--- src/rtl/memory_access_unit.sv ---
// Memory-stage load/store unit: IDLE/REQ/DONE handshake with a req/ack data bus.
// Optional misalignment trap enabled by defining MEM_ACCESS_MISALIGN_CHECK_EN.
module memory_access_unit #(
   parameter int DATA_WIDTH = 32
) (
   input  logic                  clk,
   input  logic                  rst_n,
   input  logic [1:0]            ResultSrcM,
   input  logic                  MemWriteM,
   input  logic [DATA_WIDTH-1:0] ALUResultM,
   input  logic [DATA_WIDTH-1:0] WriteDataM,
   input  logic [2:0]            AddressingControlM,
   output logic                  StallM,
   output logic [DATA_WIDTH-1:0] ReadDataM,
   output logic                  MisalignM,
   output logic                  mem_req,
   output logic                  mem_we,
   output logic [DATA_WIDTH-1:0] mem_addr,
   output logic [DATA_WIDTH-1:0] mem_wdata,
   output logic [3:0]            mem_be,
   input  logic                  mem_ack,
   input  logic [DATA_WIDTH-1:0] mem_rdata
);

   typedef enum logic [1:0] {IDLE = 2'b00, REQ = 2'b01, DONE = 2'b10} state_t;

   state_t      state_q, state_d;
   logic        access_s, misalign_s, stall_s;
   logic        mem_req_q, mem_we_q, misalign_q;
   logic [31:0] mem_addr_q, mem_wdata_q, rdata_q;
   logic [3:0]  mem_be_q;
   logic [1:0]  addr_lo_q;
   logic [2:0]  f3_q;

   function automatic logic [3:0] calc_be(input logic [2:0] f3, input logic [1:0] a);
      case (f3[1:0])
         2'b00:   calc_be = 4'b0001 << a;
         2'b01:   calc_be = 4'b0011 << {a[1], 1'b0};
         default: calc_be = 4'b1111;
      endcase
   endfunction

   function automatic logic [31:0] rep_wdata(input logic [2:0] f3, input logic [31:0] wd);
      case (f3[1:0])
         2'b00:   rep_wdata = {4{wd[7:0]}};
         2'b01:   rep_wdata = {2{wd[15:0]}};
         default: rep_wdata = wd;
      endcase
   endfunction

   // Lane selection follows the low address bits; funct3[2] picks zero-extension.
   function automatic logic [31:0] load_ext(input logic [2:0] f3, input logic [1:0] a,
                                            input logic [31:0] w);
      logic [7:0]  b;
      logic [15:0] h;
      b = 8'(w >> {a, 3'b000});
      h = 16'(w >> {a[1], 4'b0000});
      case (f3[1:0])
         2'b00:   load_ext = f3[2] ? {24'h000000, b} : {{24{b[7]}}, b};
         2'b01:   load_ext = f3[2] ? {16'h0000, h} : {{16{h[15]}}, h};
         default: load_ext = w;
      endcase
   endfunction

   assign access_s = (ResultSrcM == 2'b01) || MemWriteM;

`ifdef MEM_ACCESS_MISALIGN_CHECK_EN
   assign misalign_s = ((AddressingControlM[1:0] == 2'b01) && ALUResultM[0]) ||
                       (AddressingControlM[1]   && (ALUResultM[1:0] != 2'b00));
`else
   assign misalign_s = 1'b0;
`endif

   // Next-state and stall decode.
   always_comb begin
      state_d = state_q;
      stall_s = 1'b0;
      case (state_q)
         IDLE: begin
            if (access_s) begin
               stall_s = 1'b1;
               state_d = misalign_s ? DONE : REQ;
            end else begin
               state_d = IDLE;
            end
         end
         REQ: begin
            stall_s = 1'b1;
            if (mem_ack) begin
               state_d = DONE;
            end else begin
               state_d = REQ;
            end
         end
         DONE:    state_d = IDLE;
         default: state_d = IDLE;
      endcase
   end

   // State, bus fields and load result registers.
   always_ff @(posedge clk or negedge rst_n) begin
      if (!rst_n) begin
         state_q     <= IDLE;
         mem_req_q   <= 1'b0;
         mem_we_q    <= 1'b0;
         mem_addr_q  <= 32'h0000_0000;
         mem_wdata_q <= 32'h0000_0000;
         mem_be_q    <= 4'b0000;
         addr_lo_q   <= 2'b00;
         f3_q        <= 3'b000;
         rdata_q     <= 32'h0000_0000;
         misalign_q  <= 1'b0;
      end else begin
         state_q    <= state_d;
         misalign_q <= (state_q == IDLE) && access_s && misalign_s;
         case (state_q)
            IDLE: begin
               if (access_s && !misalign_s) begin
                  mem_req_q   <= 1'b1;
                  mem_we_q    <= MemWriteM;
                  mem_addr_q  <= {ALUResultM[31:2], 2'b00};
                  mem_wdata_q <= rep_wdata(AddressingControlM, WriteDataM);
                  mem_be_q    <= calc_be(AddressingControlM, ALUResultM[1:0]);
                  addr_lo_q   <= ALUResultM[1:0];
                  f3_q        <= AddressingControlM;
               end
            end
            REQ: begin
               if (mem_ack) begin
                  mem_req_q <= 1'b0;
                  if (!mem_we_q) begin
                     rdata_q <= load_ext(f3_q, addr_lo_q, mem_rdata);
                  end
               end
            end
            default: mem_req_q <= 1'b0;
         endcase
      end
   end

   assign StallM    = stall_s;
   assign ReadDataM = rdata_q;
   assign MisalignM = misalign_q;
   assign mem_req   = mem_req_q;
   assign mem_we    = mem_we_q;
   assign mem_addr  = mem_addr_q;
   assign mem_wdata = mem_wdata_q;
   assign mem_be    = mem_be_q;

endmodule

--- config.mk ---
export PLATFORM = sky130hd
export DESIGN_NAME = memory_access_unit
export DESIGN_NICKNAME = d
export VERILOG_FILES = /design/src/rtl/memory_access_unit.sv
export SDC_FILE = /design/constraint.sdc
export NUM_CORES = 1
export LEC_CHECK = 0
export CORE_UTILIZATION = 43
export DETAILED_ROUTE_END_ITERATION = 16
export PLACE_DENSITY_LB_ADDON = 0.25
export SKIP_LAST_GASP = 1
export SLEW_MARGIN = 30
export SYNTH_ARGS = -nofsm -noshare
export SYNTH_HDL_FRONTEND = slang
export SYNTH_SLANG_ARGS = --single-unit
--- constraint.sdc ---
create_clock -name clk -period 1.7 [get_ports clk]
set_clock_uncertainty 0.1 [all_clocks]
set_input_delay 0.17 -clock clk [delete_from_list [all_inputs] [get_ports clk]]
set_output_delay 0.17 -clock clk [all_outputs]
set_load 0.02 [all_outputs]
==> flow_summary.html, run 1 <==
<table>
<tr><th>Metric</th><th>Value</th></tr>
<tr><th colspan="2">Status</th></tr>
<tr><td>Result of the run</td><td>completed</td></tr>
<tr><th colspan="2">Floorplan</th></tr>
<tr><td>DIE AREA</td><td>0.0123 mm^2</td></tr>
<tr><td>Starting density of the core</td><td>44.5%</td></tr>
<tr><td>Width of the die</td><td>111 um</td></tr>
<tr><td>Core footprint</td><td>0.0115 mm^2</td></tr>
<tr><td>Num ports</td><td>209</td></tr>
<tr><td>Height of the die</td><td>111 um</td></tr>
<tr><td>Row cnt</td><td>39</td></tr>
<tr><th colspan="2">Worst setup path</th></tr>
<tr><td>Capture instance of the worst register-to-register path</td><td>mem_addr[30]</td></tr>
<tr><td>Critical Path Sink Type</td><td>output port</td></tr>
<tr><td>Worst Setup Start Kind</td><td>register</td></tr>
<tr><td>Sequence of cells on the critical path</td><td>clkdlybuf4s50_1</td></tr>
<tr><td>Critical path start-end classification</td><td>reg -&gt; out</td></tr>
<tr><td>R2R depth</td><td>5</td></tr>
<tr><td>Combined buffer and inverter count along the critical path</td><td>1</td></tr>
<tr><td>Largest delay contributor family on the critical path</td><td>buffers and inverters</td></tr>
<tr><td>Data required time of the critical path</td><td>1.43 ns</td></tr>
<tr><td>Worst Path Max Fanout</td><td>4</td></tr>
<tr><td>Worst reg2reg startpoint</td><td>state_q[0]</td></tr>
<tr><td>Depth of the critical timing path with buffers and inverters included</td><td>1</td></tr>
<tr><td>Flop2flop setup slack</td><td>0.10 ns</td></tr>
<tr><td>Stage delay of the slowest cell on the critical path</td><td>0.64 ns</td></tr>
<tr><td>Highest-delay cell along the critical path</td><td>sky130_fd_sc_hd__clkdlybuf4s50_1</td></tr>
<tr><td>Arrival time of data at the critical path endpoint</td><td>1.37 ns</td></tr>
<tr><th colspan="2">GRT</th></tr>
<tr><td>Number of global-route vias before repair</td><td>4643</td></tr>
<tr><td>All-layer global routing usage</td><td>24.0%</td></tr>
<tr><td>Global-route wire length before repair</td><td>23400 um</td></tr>
<tr><td>Number of antenna violations at the first check in global routing</td><td>0</td></tr>
<tr><td>Largest net degree at the start of global routing</td><td>37</td></tr>
<tr><td>GRT Residual Overflow</td><td>0</td></tr>
<tr><th colspan="2">Synth</th></tr>
<tr><td>Yosys warning total</td><td>0</td></tr>
<tr><td>Flip-flop and latch count after synthesis</td><td>107</td></tr>
<tr><td>Post-synthesis instance area</td><td>0.00510 mm^2</td></tr>
<tr><td>Distinct cells, synth</td><td>40</td></tr>
<tr><td>FFs w/ async S/R, synth</td><td>100%</td></tr>
<tr><td>Avg Cell Area, Syn</td><td>11.0 um^2</td></tr>
<tr><td>Sequential-to-total area share from yosys stat</td><td>52.5%</td></tr>
<tr><td>Gate Count Post-Synth</td><td>462</td></tr>
<tr><td>Predominant post-synthesis flop cell</td><td>sky130_fd_sc_hd__dfrtp_1</td></tr>
<tr><td>Number of enable flip-flop cells after synthesis</td><td>0</td></tr>
<tr><th colspan="2">Cells and area</th></tr>
<tr><td>Number of antenna cells inserted</td><td>0</td></tr>
<tr><td>Layout cell share with drive strength beyond 1</td><td>15.1%</td></tr>
<tr><td>Syn-to-layout area delta</td><td>53.2%</td></tr>
<tr><td>Non-filler instance count after layout</td><td>834</td></tr>
<tr><td>Fillcell total</td><td>880</td></tr>
<tr><td>Combined area of the multi-input logic cells</td><td>0.00218 mm^2</td></tr>
<tr><td>Net count of the finished layout</td><td>792</td></tr>
<tr><td>Final design utilization</td><td>68.2%</td></tr>
<tr><td>Flip-flop and latch area</td><td>0.00268 mm^2</td></tr>
<tr><th colspan="2">Place</th></tr>
<tr><td>Final HPWL DP</td><td>10600 um</td></tr>
<tr><td>Last weighted congestion value of the routability-driven placer</td><td>0.882</td></tr>
<tr><td>Count of input and output buffers</td><td>205</td></tr>
<tr><td>Cell Count Post-Placement</td><td>816</td></tr>
<tr><th colspan="2">CTS</th></tr>
<tr><td>Clock-pin transition on the worst setup and hold timing paths</td><td>0.06 ns</td></tr>
<tr><td>Max Buffers Root-to-Sink</td><td>2</td></tr>
<tr><td>H-tree levels</td><td>3</td></tr>
<tr><td>CTS tree</td><td>done</td></tr>
<tr><td>Number of CTS-inserted buffers</td><td>9</td></tr>
<tr><td>Clock latency reported for the late side of the worst-skew pair</td><td>0.34 ns</td></tr>
<tr><td># clock sinks</td><td>107</td></tr>
<tr><td>Clock root buffer</td><td>sky130_fd_sc_hd__clkbuf_16</td></tr>
<tr><th colspan="2">Power and ir drop</th></tr>
<tr><td>Switching share of power</td><td>38.4%</td></tr>
<tr><td>Power Density</td><td>1840 mW/mm^2</td></tr>
<tr><td>Psw</td><td>5520 uW</td></tr>
<tr><td>Worst vdd ir</td><td>1050 uV</td></tr>
<tr><td>Clock power frac</td><td>14.1%</td></tr>
<tr><td>Cell Int Power</td><td>8850 uW</td></tr>
<tr><td>Proportion of power drawn by flip-flops and latches</td><td>32.2%</td></tr>
<tr><td>Leakage component of the power</td><td>0.00338 uW</td></tr>
<tr><td>Combinational cell fraction of total power</td><td>53.7%</td></tr>
<tr><th colspan="2">STA</th></tr>
<tr><td>Portion of the clock cycle consumed by the worst path in the final layout</td><td>96.6%</td></tr>
<tr><td>Final worst path period need</td><td>1.64 ns</td></tr>
<tr><td>Number of setup violations in the final report</td><td>0</td></tr>
<tr><td>Slew @ Worst Pin</td><td>0.514 ns</td></tr>
<tr><td>Setup repair after global routing missed its margin</td><td>false</td></tr>
<tr><td>Normalized max-slew margin</td><td>65.7%</td></tr>
<tr><td>Final-report max-slew violation count</td><td>0</td></tr>
<tr><td>Achievable clock frequency</td><td>609 MHz</td></tr>
<tr><td>Hold Violations, Final</td><td>0</td></tr>
<tr><th colspan="2">Drt</th></tr>
<tr><td>Post-detailed-route count of antenna-violating nets</td><td>0</td></tr>
<tr><td>Wire length per cell</td><td>17.0 um</td></tr>
<tr><td>Wirelength, routed</td><td>14200 um</td></tr>
<tr><td>Detailed route wirelength on metal3</td><td>1160 um</td></tr>
<tr><td>Max layer used</td><td>met4</td></tr>
<tr><td>M1 WL</td><td>5810 um</td></tr>
<tr><td>Number of vias per cell</td><td>5.29</td></tr>
<tr><td>Initial detailed-routing violation count</td><td>166</td></tr>
<tr><td>Total number of vias</td><td>4408</td></tr>
<tr><td>Sum of met2 wire segment lengths after detailed routing</td><td>6920 um</td></tr>
<tr><td>Number of search-and-repair iterations in the first detailed-routing pass</td><td>5</td></tr>
<tr><td>DRC</td><td>0</td></tr>
<tr><th colspan="2">Job</th></tr>
<tr><td>Number of max-cap violations</td><td>0</td></tr>
<tr><th colspan="2">Min path</th></tr>
<tr><td>Worst hold-check path type</td><td>in -&gt; async</td></tr>
</table>
-- Yosys cell counts (2+ instances only) --
library cell / n / share of area, %
sky130_fd_sc_hd__a211oi_1: 7 / 1.0
sky130_fd_sc_hd__a21oi_1: 35 / 3.4
sky130_fd_sc_hd__a221oi_1: 2 / 0.34
sky130_fd_sc_hd__a22oi_1: 7 / 1.0
sky130_fd_sc_hd__and3_1: 8 / 0.98
sky130_fd_sc_hd__buf_2: 15 / 1.5
sky130_fd_sc_hd__buf_4: 7 / 1.0
sky130_fd_sc_hd__buf_6: 8 / 1.8
sky130_fd_sc_hd__clkbuf_1: 6 / 0.44
sky130_fd_sc_hd__dfrtp_1: 107 / 52
sky130_fd_sc_hd__inv_1: 7 / 0.52
sky130_fd_sc_hd__mux2_1: 17 / 3.8
sky130_fd_sc_hd__mux2_2: 24 / 5.3
sky130_fd_sc_hd__mux2i_1: 41 / 8.0
sky130_fd_sc_hd__nand2_1: 40 / 2.9
sky130_fd_sc_hd__nand2b_1: 3 / 0.37
sky130_fd_sc_hd__nor2_1: 36 / 2.6
sky130_fd_sc_hd__nor2_2: 3 / 0.37
sky130_fd_sc_hd__nor3_1: 8 / 0.78
sky130_fd_sc_hd__o21ai_0: 44 / 4.3
sky130_fd_sc_hd__o21ai_1: 2 / 0.20
sky130_fd_sc_hd__o21ai_2: 11 / 1.9
sky130_fd_sc_hd__o22a_1: 7 / 1.2
-- state kept, by name, indices dropped and copies added, names as in the netlist --
signal and cells:
ReadDataM 32, mem_wdata 32, mem_addr 30, mem_be 4, f3_q 3, addr_lo_q 2, state_q 2, mem_req 1
mem_we 1
-- per-layer routing --
| layer | GRT usage, % | vias up |
|---|---|---|
| met1 | 29.7 | 2136 |
| met2 | 39.7 | 178 |
| met4 | 8.27 | 0 |
| met3 | 7.27 | 26 |
| met5 | 0 | - |
| li1 | - | 2068 |
-- area by class of cell --
| class | instances | share of cell area, % |
|---|---|---|
| Sequential cell | 107 | 34.3 |
| Timing Repair Buffer | 248 | 31.7 |
| Multi-Input combinational cell | 314 | 27.9 |
| Clock buffer | 12 | 3.03 |
| Tap cell | 143 | 2.29 |
| Clock inverter | 3 | 0.512 |
| Inverter | 7 | 0.336 |
-- power groups by stage --
stage | clock [uW] | combinational [uW] | sequential, uW
finish | 2020 | 7720 | 4630
CTS | 2060 | 7770 | 4640
global route | 2170 | 8280 | 4790
global placement | 0 | 7530 | 4630
floorplan | 0 | 2770 | 5960
detailed placement | 0 | 7670 | 4680
-- placed cells by master, fill, tap and decap left out, types with 9 or more instances in the layout --
cell and n:
sky130_fd_sc_hd__a21oi_1 35, sky130_fd_sc_hd__buf_4 34, sky130_fd_sc_hd__clkbuf_16 9, sky130_fd_sc_hd__clkdlybuf4s50_1 203
sky130_fd_sc_hd__dfrtp_1 105, sky130_fd_sc_hd__mux2_1 17, sky130_fd_sc_hd__mux2_2 24, sky130_fd_sc_hd__mux2i_1 41
sky130_fd_sc_hd__nand2_1 40, sky130_fd_sc_hd__nor2_1 36, sky130_fd_sc_hd__o21ai_0 44, sky130_fd_sc_hd__o21ai_2 10
-- worst max-delay path by stage --
stage	start	end	slack (ns)
after global routing	mem_we	mem_we	0.01
after floorplan	mem_we	ReadDataM[21]	0.18
after detailed placement	ResultSrcM[0]	mem_wdata[0]	-0.21
after CTS	state_q[0]	StallM	0.05
final	mem_we	mem_we	0.06
after global placement	ResultSrcM[0]	mem_addr[31]	-0.15
-- cell families (layout without fill, tap and decap cells) --
family                 count (synthesis)  after routing  synth area share [%]
DFF                                  107            107                  52.5
other                                  1              3                0.0735
muxes                                 83             83                  17.4
AOI/OAI and AO/OA                    123            123                  15.2
and+or+nand+nor                      105            105                  9.59
buffers and inverters                 43            270                  5.22
-- what timing repair did --
item                       4_1_cts  5_1_grt
setup endpoints to repair        1        3
resized for setup                2        3
cloned                           0        0
hold endpoints to repair        32        0
buffers inserted                 2        0
hold buffers                     1        0
-- stage by stage --
step | TNS, ns | setup slack (ns) | power (uW) | area [um^2] | hold WS, ns
finish | 0 | 0.0571 | 14400 | 7820 | 0.247
global route | 0 | 0.00999 | 15200 | 7820 | 0.298
CTS | 0 | 0.0467 | 14500 | 7810 | 0.248
detailed placement | -10.56 | -0.211 | 12400 | 7500 | 0.0757
global placement | -7.05 | -0.145 | 12200 | 7500 | 0.0728
floorplan | 0 | 0.178 | 8730 | 5110 | -0.226
Note: power is estimated with default switching activity, not from simulation.
==> run 2: changes to the inputs <==
--- a/config.mk
+++ b/config.mk
@@ -7,6 +7,7 @@
 export LEC_CHECK = 0
 export CORE_UTILIZATION = 43
 export DETAILED_ROUTE_END_ITERATION = 16
+export MAX_ROUTING_LAYER = met4
 export PLACE_DENSITY_LB_ADDON = 0.25
 export SKIP_LAST_GASP = 1
 export SLEW_MARGIN = 30
==> constraint.sdc (replaced) <==
create_clock -name clk -period 1.85 [get_ports clk]
set_clock_uncertainty 0.1 [all_clocks]
set_input_delay 0.185 -clock clk [delete_from_list [all_inputs] [get_ports clk]]
set_output_delay 0.185 -clock clk [all_outputs]
set_load 0.02 [all_outputs]
==> flow_summary.html, run 2 (synthesis gave the netlist of run 1 again) <==
<table>
<tr><th>Metric</th><th>Value</th></tr>
<tr><th colspan="2">Floorplan</th></tr>
<tr><td>Starting density of the core</td><td>44.5%</td></tr>
<tr><td>Row cnt</td><td>39</td></tr>
<tr><td>Width of the die</td><td>111 um</td></tr>
<tr><td>DIE AREA</td><td>0.0123 mm^2</td></tr>
<tr><td>Height of the die</td><td>111 um</td></tr>
<tr><td>Num ports</td><td>209</td></tr>
<tr><td>Core footprint</td><td>0.0115 mm^2</td></tr>
<tr><th colspan="2">Worst setup path</th></tr>
<tr><td>Worst Path Max Fanout</td><td>7</td></tr>
<tr><td>Arrival time of data at the critical path endpoint</td><td>1.50 ns</td></tr>
<tr><td>Critical path start-end classification</td><td>reg -&gt; out</td></tr>
<tr><td>Worst Setup Start Kind</td><td>register</td></tr>
<tr><td>Critical Path Sink Type</td><td>output port</td></tr>
<tr><td>Data required time of the critical path</td><td>1.56 ns</td></tr>
<tr><td>Flop2flop setup slack</td><td>0.14 ns</td></tr>
<tr><th colspan="2">GRT</th></tr>
<tr><td>Number of global-route vias before repair</td><td>4603</td></tr>
<tr><td>Largest net degree at the start of global routing</td><td>66</td></tr>
<tr><td>Number of antenna violations at the first check in global routing</td><td>0</td></tr>
<tr><td>GRT Residual Overflow</td><td>0</td></tr>
<tr><td>Global-route wire length before repair</td><td>23300 um</td></tr>
<tr><td>All-layer global routing usage</td><td>24.6%</td></tr>
<tr><th colspan="2">CTS</th></tr>
<tr><td>Number of post-CTS setup repair buffers</td><td>0</td></tr>
<tr><td>CTS tree</td><td>done</td></tr>
<tr><td>Number of CTS-inserted buffers</td><td>9</td></tr>
<tr><td>H-tree levels</td><td>3</td></tr>
<tr><td>Max Buffers Root-to-Sink</td><td>2</td></tr>
<tr><td>Clock root buffer</td><td>sky130_fd_sc_hd__clkbuf_16</td></tr>
<tr><td># clock sinks</td><td>107</td></tr>
<tr><td>Clock-pin transition on the worst setup and hold timing paths</td><td>0.07 ns</td></tr>
<tr><td>Clock latency reported for the late side of the worst-skew pair</td><td>0.35 ns</td></tr>
<tr><th colspan="2">STA</th></tr>
<tr><td>Portion of the clock cycle consumed by the worst path in the final layout</td><td>96.4%</td></tr>
<tr><td>Final-report max-slew violation count</td><td>0</td></tr>
<tr><td>Achievable clock frequency</td><td>561 MHz</td></tr>
<tr><td>Hold Violations, Final</td><td>0</td></tr>
<tr><td>Total negative setup slack</td><td>0 ns</td></tr>
<tr><td>Setup repair after global routing missed its margin</td><td>false</td></tr>
<tr><td>Final worst path period need</td><td>1.78 ns</td></tr>
<tr><td>Number of setup violations in the final report</td><td>0</td></tr>
<tr><th colspan="2">Cells and area</th></tr>
<tr><td>Number of antenna cells inserted</td><td>0</td></tr>
<tr><td>Most common cell after layout, fill and taps aside</td><td>sky130_fd_sc_hd__clkdlybuf4s50_1</td></tr>
<tr><td>Layout cell share with drive strength beyond 1</td><td>13.4%</td></tr>
<tr><td>Net count of the finished layout</td><td>778</td></tr>
<tr><td>Leading cell types in the layout, fill and taps excluded</td><td>sky130_fd_sc_hd__clkdlybuf4s50_1, sky130_fd_sc_hd__dfrtp_1, sky130_fd_sc_hd__o21ai_0</td></tr>
<tr><td>Final std cell area, no fill</td><td>0.00766 mm^2</td></tr>
<tr><td>Syn-to-layout area delta</td><td>50.1%</td></tr>
<tr><th colspan="2">Place</th></tr>
<tr><td>Count of input and output buffers</td><td>205</td></tr>
<tr><td>Last weighted congestion value of the routability-driven placer</td><td>0.871</td></tr>
<tr><td>Final HPWL DP</td><td>10400 um</td></tr>
<tr><td>Placed instance area</td><td>0.00738 mm^2</td></tr>
<tr><th colspan="2">Status</th></tr>
<tr><td>Result of the run</td><td>completed</td></tr>
<tr><th colspan="2">Drt</th></tr>
<tr><td>Total number of vias</td><td>4347</td></tr>
<tr><td>Number of vias per cell</td><td>5.29</td></tr>
<tr><td>Initial detailed-routing violation count</td><td>155</td></tr>
<tr><td>Number of search-and-repair iterations in the first detailed-routing pass</td><td>4</td></tr>
<tr><td>DRC</td><td>0</td></tr>
<tr><td>Wire length per cell</td><td>17.3 um</td></tr>
<tr><td>Post-detailed-route count of antenna-violating nets</td><td>0</td></tr>
<tr><td>Wirelength, routed</td><td>14200 um</td></tr>
<tr><th colspan="2">Power and ir drop</th></tr>
<tr><td>Worst vdd ir</td><td>1120 uV</td></tr>
<tr><td>Power Density</td><td>1690 mW/mm^2</td></tr>
<tr><td>Psw</td><td>5130 uW</td></tr>
<tr><td>Clock power frac</td><td>13.7%</td></tr>
<tr><td>Total chip power</td><td>13000 uW</td></tr>
<tr><td>Combinational cell fraction of total power</td><td>53.0%</td></tr>
<tr><td>Leakage component of the power</td><td>0.00328 uW</td></tr>
<tr><td>Proportion of power drawn by flip-flops and latches</td><td>33.2%</td></tr>
<tr><td>Cell Int Power</td><td>7840 uW</td></tr>
<tr><td>Switching share of power</td><td>39.5%</td></tr>
<tr><th colspan="2">Min path</th></tr>
<tr><td>Worst hold-check path type</td><td>in -&gt; async</td></tr>
<tr><th colspan="2">Job</th></tr>
<tr><td>Number of max-cap violations</td><td>0</td></tr>
</table>
-- run 2: layout make-up --
| class | instances | area, um^2 |
|---|---|---|
| multi-input cells | 314 | 2170 |
| flip-flops and latches | 107 | 2680 |
| inverters | 7 | 26.3 |
| repair buffers | 234 | 2330 |
| fillers | 890 | 3810 |
| clock inverters | 7 | 45.0 |
| well taps | 143 | 179 |
| clock buffers | 9 | 225 |
-- run 2: timing repair --
| item | CTS | global route |
|---|---|---|
| hold buffers | 1 | 0 |
| gates resized for setup | 1 | 0 |
| hold endpoints to repair | 107 | 0 |
| endpoints found under the setup margin | 1 | 0 |
-- run 2: final timing paths --
path	cells past startpoint	end	startpoint
min in group clk	2	mem_addr[23]	ALUResultM[23]
max in group asynchronous	3	mem_addr[26]	rst_n
worst min register to register	2	mem_wdata[28]	mem_wdata[28]
worst max register to register	5	ReadDataM[3]	f3_q[0]
worst max-delay path	2	StallM	state_q[0]
worst min-delay path	3	mem_addr[20]	rst_n
-- run 2: power by group through the flow --
stage               Clock (uW)  Combinational, uW  Sequential [uW]
floorplan                    0               2540             5480
global placement             0               6760             4270
CTS                       1840               6930             4320
detailed placement           0               6900             4340
global route              1920               7320             4470
finish                    1780               6880             4310
-- run 2: stage by stage --
step	setup slack, ns	hold WS [ns]	cells	util, %
final	0.0669	0.250	821	66.8
after global placement	-0.0711	0.0917	804	64.3
after global routing	0.0129	0.269	821	66.8
after floorplan	0.328	-0.211	464	-
after CTS	0.0563	0.252	821	66.8
after detailed placement	-0.121	0.0886	804	64.3
-- run 2: critical path: stages, from the launching register on --
cell	delay, ns
sky130_fd_sc_hd__dfrtp_1	0.48
sky130_fd_sc_hd__o31a_1	0.34
sky130_fd_sc_hd__dlygate4sd2_1	0.32
-- run 2: per-layer routing --
layer  up-vias  global-route usage [%]  wire length (um)
met5         -                       -                 0
met4         0                    10.2               318
met3        27                    5.47               989
met2       190                    40.4              6900
met1      2086                    29.1              5990
li1       2044                       -                 -
==> run 3: changes to the inputs <==
--- a/config.mk
+++ b/config.mk
@@ -5,12 +5,15 @@
 export SDC_FILE = /design/constraint.sdc
 export NUM_CORES = 1
 export LEC_CHECK = 0
-export CORE_UTILIZATION = 43
+export CELL_PAD_IN_SITES_DETAIL_PLACEMENT = 1
+export CELL_PAD_IN_SITES_GLOBAL_PLACEMENT = 1
+export CORE_UTILIZATION = 33
 export DETAILED_ROUTE_END_ITERATION = 16
 export MAX_ROUTING_LAYER = met4
 export PLACE_DENSITY_LB_ADDON = 0.25
 export SKIP_LAST_GASP = 1
-export SLEW_MARGIN = 30
+export SLEW_MARGIN = 25
 export SYNTH_ARGS = -nofsm -noshare
 export SYNTH_HDL_FRONTEND = slang
 export SYNTH_SLANG_ARGS = --single-unit
+export TNS_END_PERCENT = 5
==> flow_summary.html, run 3 (synthesis gave the netlist of run 1 again) <==
<table>
<tr><th>Metric</th><th>Value</th></tr>
<tr><th colspan="2">Status</th></tr>
<tr><td>Result of the run</td><td>completed</td></tr>
<tr><th colspan="2">CTS</th></tr>
<tr><td>CTS tree</td><td>done</td></tr>
<tr><td>Clock latency reported for the late side of the worst-skew pair</td><td>0.34 ns</td></tr>
<tr><td>Number of CTS-inserted buffers</td><td>9</td></tr>
<tr><td>Clock root buffer</td><td>sky130_fd_sc_hd__clkbuf_16</td></tr>
<tr><td>Max Buffers Root-to-Sink</td><td>2</td></tr>
<tr><td>Clock-pin transition on the worst setup and hold timing paths</td><td>0.08 ns</td></tr>
<tr><td># clock sinks</td><td>107</td></tr>
<tr><td>Number of post-CTS setup repair buffers</td><td>0</td></tr>
<tr><td>H-tree levels</td><td>3</td></tr>
<tr><th colspan="2">Worst setup path</th></tr>
<tr><td>Flop2flop setup slack</td><td>0.16 ns</td></tr>
<tr><td>Worst Setup Start Kind</td><td>register</td></tr>
<tr><td>Worst Path Max Fanout</td><td>7</td></tr>
<tr><td>Arrival time of data at the critical path endpoint</td><td>1.45 ns</td></tr>
<tr><td>Critical Path Sink Type</td><td>output port</td></tr>
<tr><td>Worst setup path start</td><td>state_q[0]</td></tr>
<tr><td>R2R depth</td><td>5</td></tr>
<tr><td>Worst reg2reg startpoint</td><td>addr_lo_q[1]</td></tr>
<tr><td>Data required time of the critical path</td><td>1.56 ns</td></tr>
<tr><td>Capture instance of the worst register-to-register path</td><td>ReadDataM[18]</td></tr>
<tr><td>Critical path start-end classification</td><td>reg -&gt; out</td></tr>
<tr><th colspan="2">STA</th></tr>
<tr><td>Final-report max-slew violation count</td><td>0</td></tr>
<tr><td>Number of setup violations in the final report</td><td>0</td></tr>
<tr><td>Hold Violations, Final</td><td>0</td></tr>
<tr><td>Setup slack after layout</td><td>0.110 ns</td></tr>
<tr><td>Portion of the clock cycle consumed by the worst path in the final layout</td><td>94.0%</td></tr>
<tr><td>Total negative setup slack</td><td>0 ns</td></tr>
<tr><td>Final worst path period need</td><td>1.74 ns</td></tr>
<tr><td>Setup repair after global routing missed its margin</td><td>false</td></tr>
<tr><td>Achievable clock frequency</td><td>575 MHz</td></tr>
<tr><th colspan="2">GRT</th></tr>
<tr><td>Global-route wire length before repair</td><td>25800 um</td></tr>
<tr><td>Largest net degree at the start of global routing</td><td>43</td></tr>
<tr><td>GRT Residual Overflow</td><td>0</td></tr>
<tr><td>Number of global-route vias before repair</td><td>4920</td></tr>
<tr><td>All-layer global routing usage</td><td>21.4%</td></tr>
<tr><td>Number of antenna violations at the first check in global routing</td><td>0</td></tr>
<tr><th colspan="2">Place</th></tr>
<tr><td>Worst-case setup slack after placement</td><td>-0.0706 ns</td></tr>
<tr><td>Count of input and output buffers</td><td>205</td></tr>
<tr><td>Final HPWL DP</td><td>11800 um</td></tr>
<tr><td>Last weighted congestion value of the routability-driven placer</td><td>0.822</td></tr>
<tr><th colspan="2">Cells and area</th></tr>
<tr><td>Syn-to-layout area delta</td><td>52.5%</td></tr>
<tr><td>Leading cell types in the layout, fill and taps excluded</td><td>sky130_fd_sc_hd__clkdlybuf4s50_1, sky130_fd_sc_hd__dfrtp_1, sky130_fd_sc_hd__o21ai_0</td></tr>
<tr><td>Fillcell total</td><td>1646</td></tr>
<tr><td>Number of antenna cells inserted</td><td>0</td></tr>
<tr><td>Layout cell share with drive strength beyond 1</td><td>13.2%</td></tr>
<tr><td>Net count of the finished layout</td><td>776</td></tr>
<tr><td>Final design utilization</td><td>51.4%</td></tr>
<tr><td>Most common cell after layout, fill and taps aside</td><td>sky130_fd_sc_hd__clkdlybuf4s50_1</td></tr>
<tr><th colspan="2">Drt</th></tr>
<tr><td>Total number of vias</td><td>4385</td></tr>
<tr><td>Number of vias per cell</td><td>5.08</td></tr>
<tr><td>Post-detailed-route count of antenna-violating nets</td><td>0</td></tr>
<tr><td>Wire length per cell</td><td>18.4 um</td></tr>
<tr><td>Number of search-and-repair iterations in the first detailed-routing pass</td><td>4</td></tr>
<tr><td>Initial detailed-routing violation count</td><td>145</td></tr>
<tr><td>DRC</td><td>0</td></tr>
<tr><td>Wirelength, routed</td><td>15900 um</td></tr>
<tr><th colspan="2">Floorplan</th></tr>
<tr><td>DIE AREA</td><td>0.0160 mm^2</td></tr>
<tr><td>Height of the die</td><td>126 um</td></tr>
<tr><td>Num ports</td><td>209</td></tr>
<tr><td>Starting density of the core</td><td>33.7%</td></tr>
<tr><td>Width of the die</td><td>126 um</td></tr>
<tr><td>Row cnt</td><td>45</td></tr>
<tr><td>Core footprint</td><td>0.0151 mm^2</td></tr>
<tr><th colspan="2">Power and ir drop</th></tr>
<tr><td>Power Density</td><td>1720 mW/mm^2</td></tr>
<tr><td>Worst vdd ir</td><td>719 uV</td></tr>
<tr><td>Leakage component of the power</td><td>0.00332 uW</td></tr>
<tr><td>Total chip power</td><td>13400 uW</td></tr>
<tr><th colspan="2">Min path</th></tr>
<tr><td>Worst hold-check path type</td><td>in -&gt; async</td></tr>
<tr><th colspan="2">Job</th></tr>
<tr><td>Number of max-cap violations</td><td>0</td></tr>
</table>
-- run 3: changes by cell type in the layout (fill, tap and decap cells not counted), moves of 2 or more --
cell,previous run,this run
sky130_fd_sc_hd__buf_12,5,7
sky130_fd_sc_hd__buf_4,24,20
sky130_fd_sc_hd__bufinv_16,0,2
sky130_fd_sc_hd__clkinvlp_4,4,2
sky130_fd_sc_hd__clkinv_2,3,1
-- run 3: worst max-delay path by stage --
stage / to / slack (ns) / depth (start not counted)
CTS: StallM / 0.09 / 2
finish: StallM / 0.11 / 2
global placement: StallM / -0.07 / 4
detailed placement: StallM / -0.07 / 4
floorplan: ReadDataM[21] / 0.33 / 5
global route: ReadDataM[31] / 0.02 / 5
-- run 3: report_power, final --
part           leakage [uW]  switching [uW]  internal (uW)
logic               0.00189            3550           3440
registers           0.00127             784           3500
clock network      0.000155             896           1220
total               0.00332            5230           8170
-- run 3: repair_timing --
item / in CTS / in global routing
hold buffers: 1 / 0
endpoints found under the setup margin: 1 / 0
hold endpoints to repair: 31 / 0
gates resized for setup: 1 / 0
-- run 3: cell type report --
class                      count  area (um^2)  share of cell area [%]
multi-input combinational    314         2170                    27.9
clock buffer                  10          239                    3.07
inverter                       7         26.3                   0.338
clock inverter                 6         88.8                    1.14
tap                          188          235                    3.02
sequential                   107         2680                    34.4
timing repair buffer         232         2340                    30.1
-- run 3: routing by layer --
| metal | global-route usage, % | share of wire (%) | vias to the layer above | routed length [um] |
|---|---|---|---|---|
| met5 | - | 0 | - | 0 |
| met4 | 7.87 | 2.1 | 0 | 337 |
| met3 | 5.15 | 5.9 | 26 | 933 |
| met2 | 34.4 | 49 | 137 | 7740 |
| met1 | 26.1 | 43 | 2183 | 6850 |
| li1 | - | - | 2039 | - |
-- run 3: worst max-delay path, stage by stage (launching register included) --
cell and delay (ns):
sky130_fd_sc_hd__dfrtp_1 0.47, sky130_fd_sc_hd__o31a_1 0.32, sky130_fd_sc_hd__dlygate4sd2_1 0.32
-- run 3: metrics by stage --
stage	hold slack [ns]	std cells	area, um^2
floorplan	-0.211	464	5110
global placement	0.0825	847	7440
detailed placement	0.0838	847	7440
CTS	0.248	864	7780
global route	0.286	864	7780
finish	0.245	864	7780
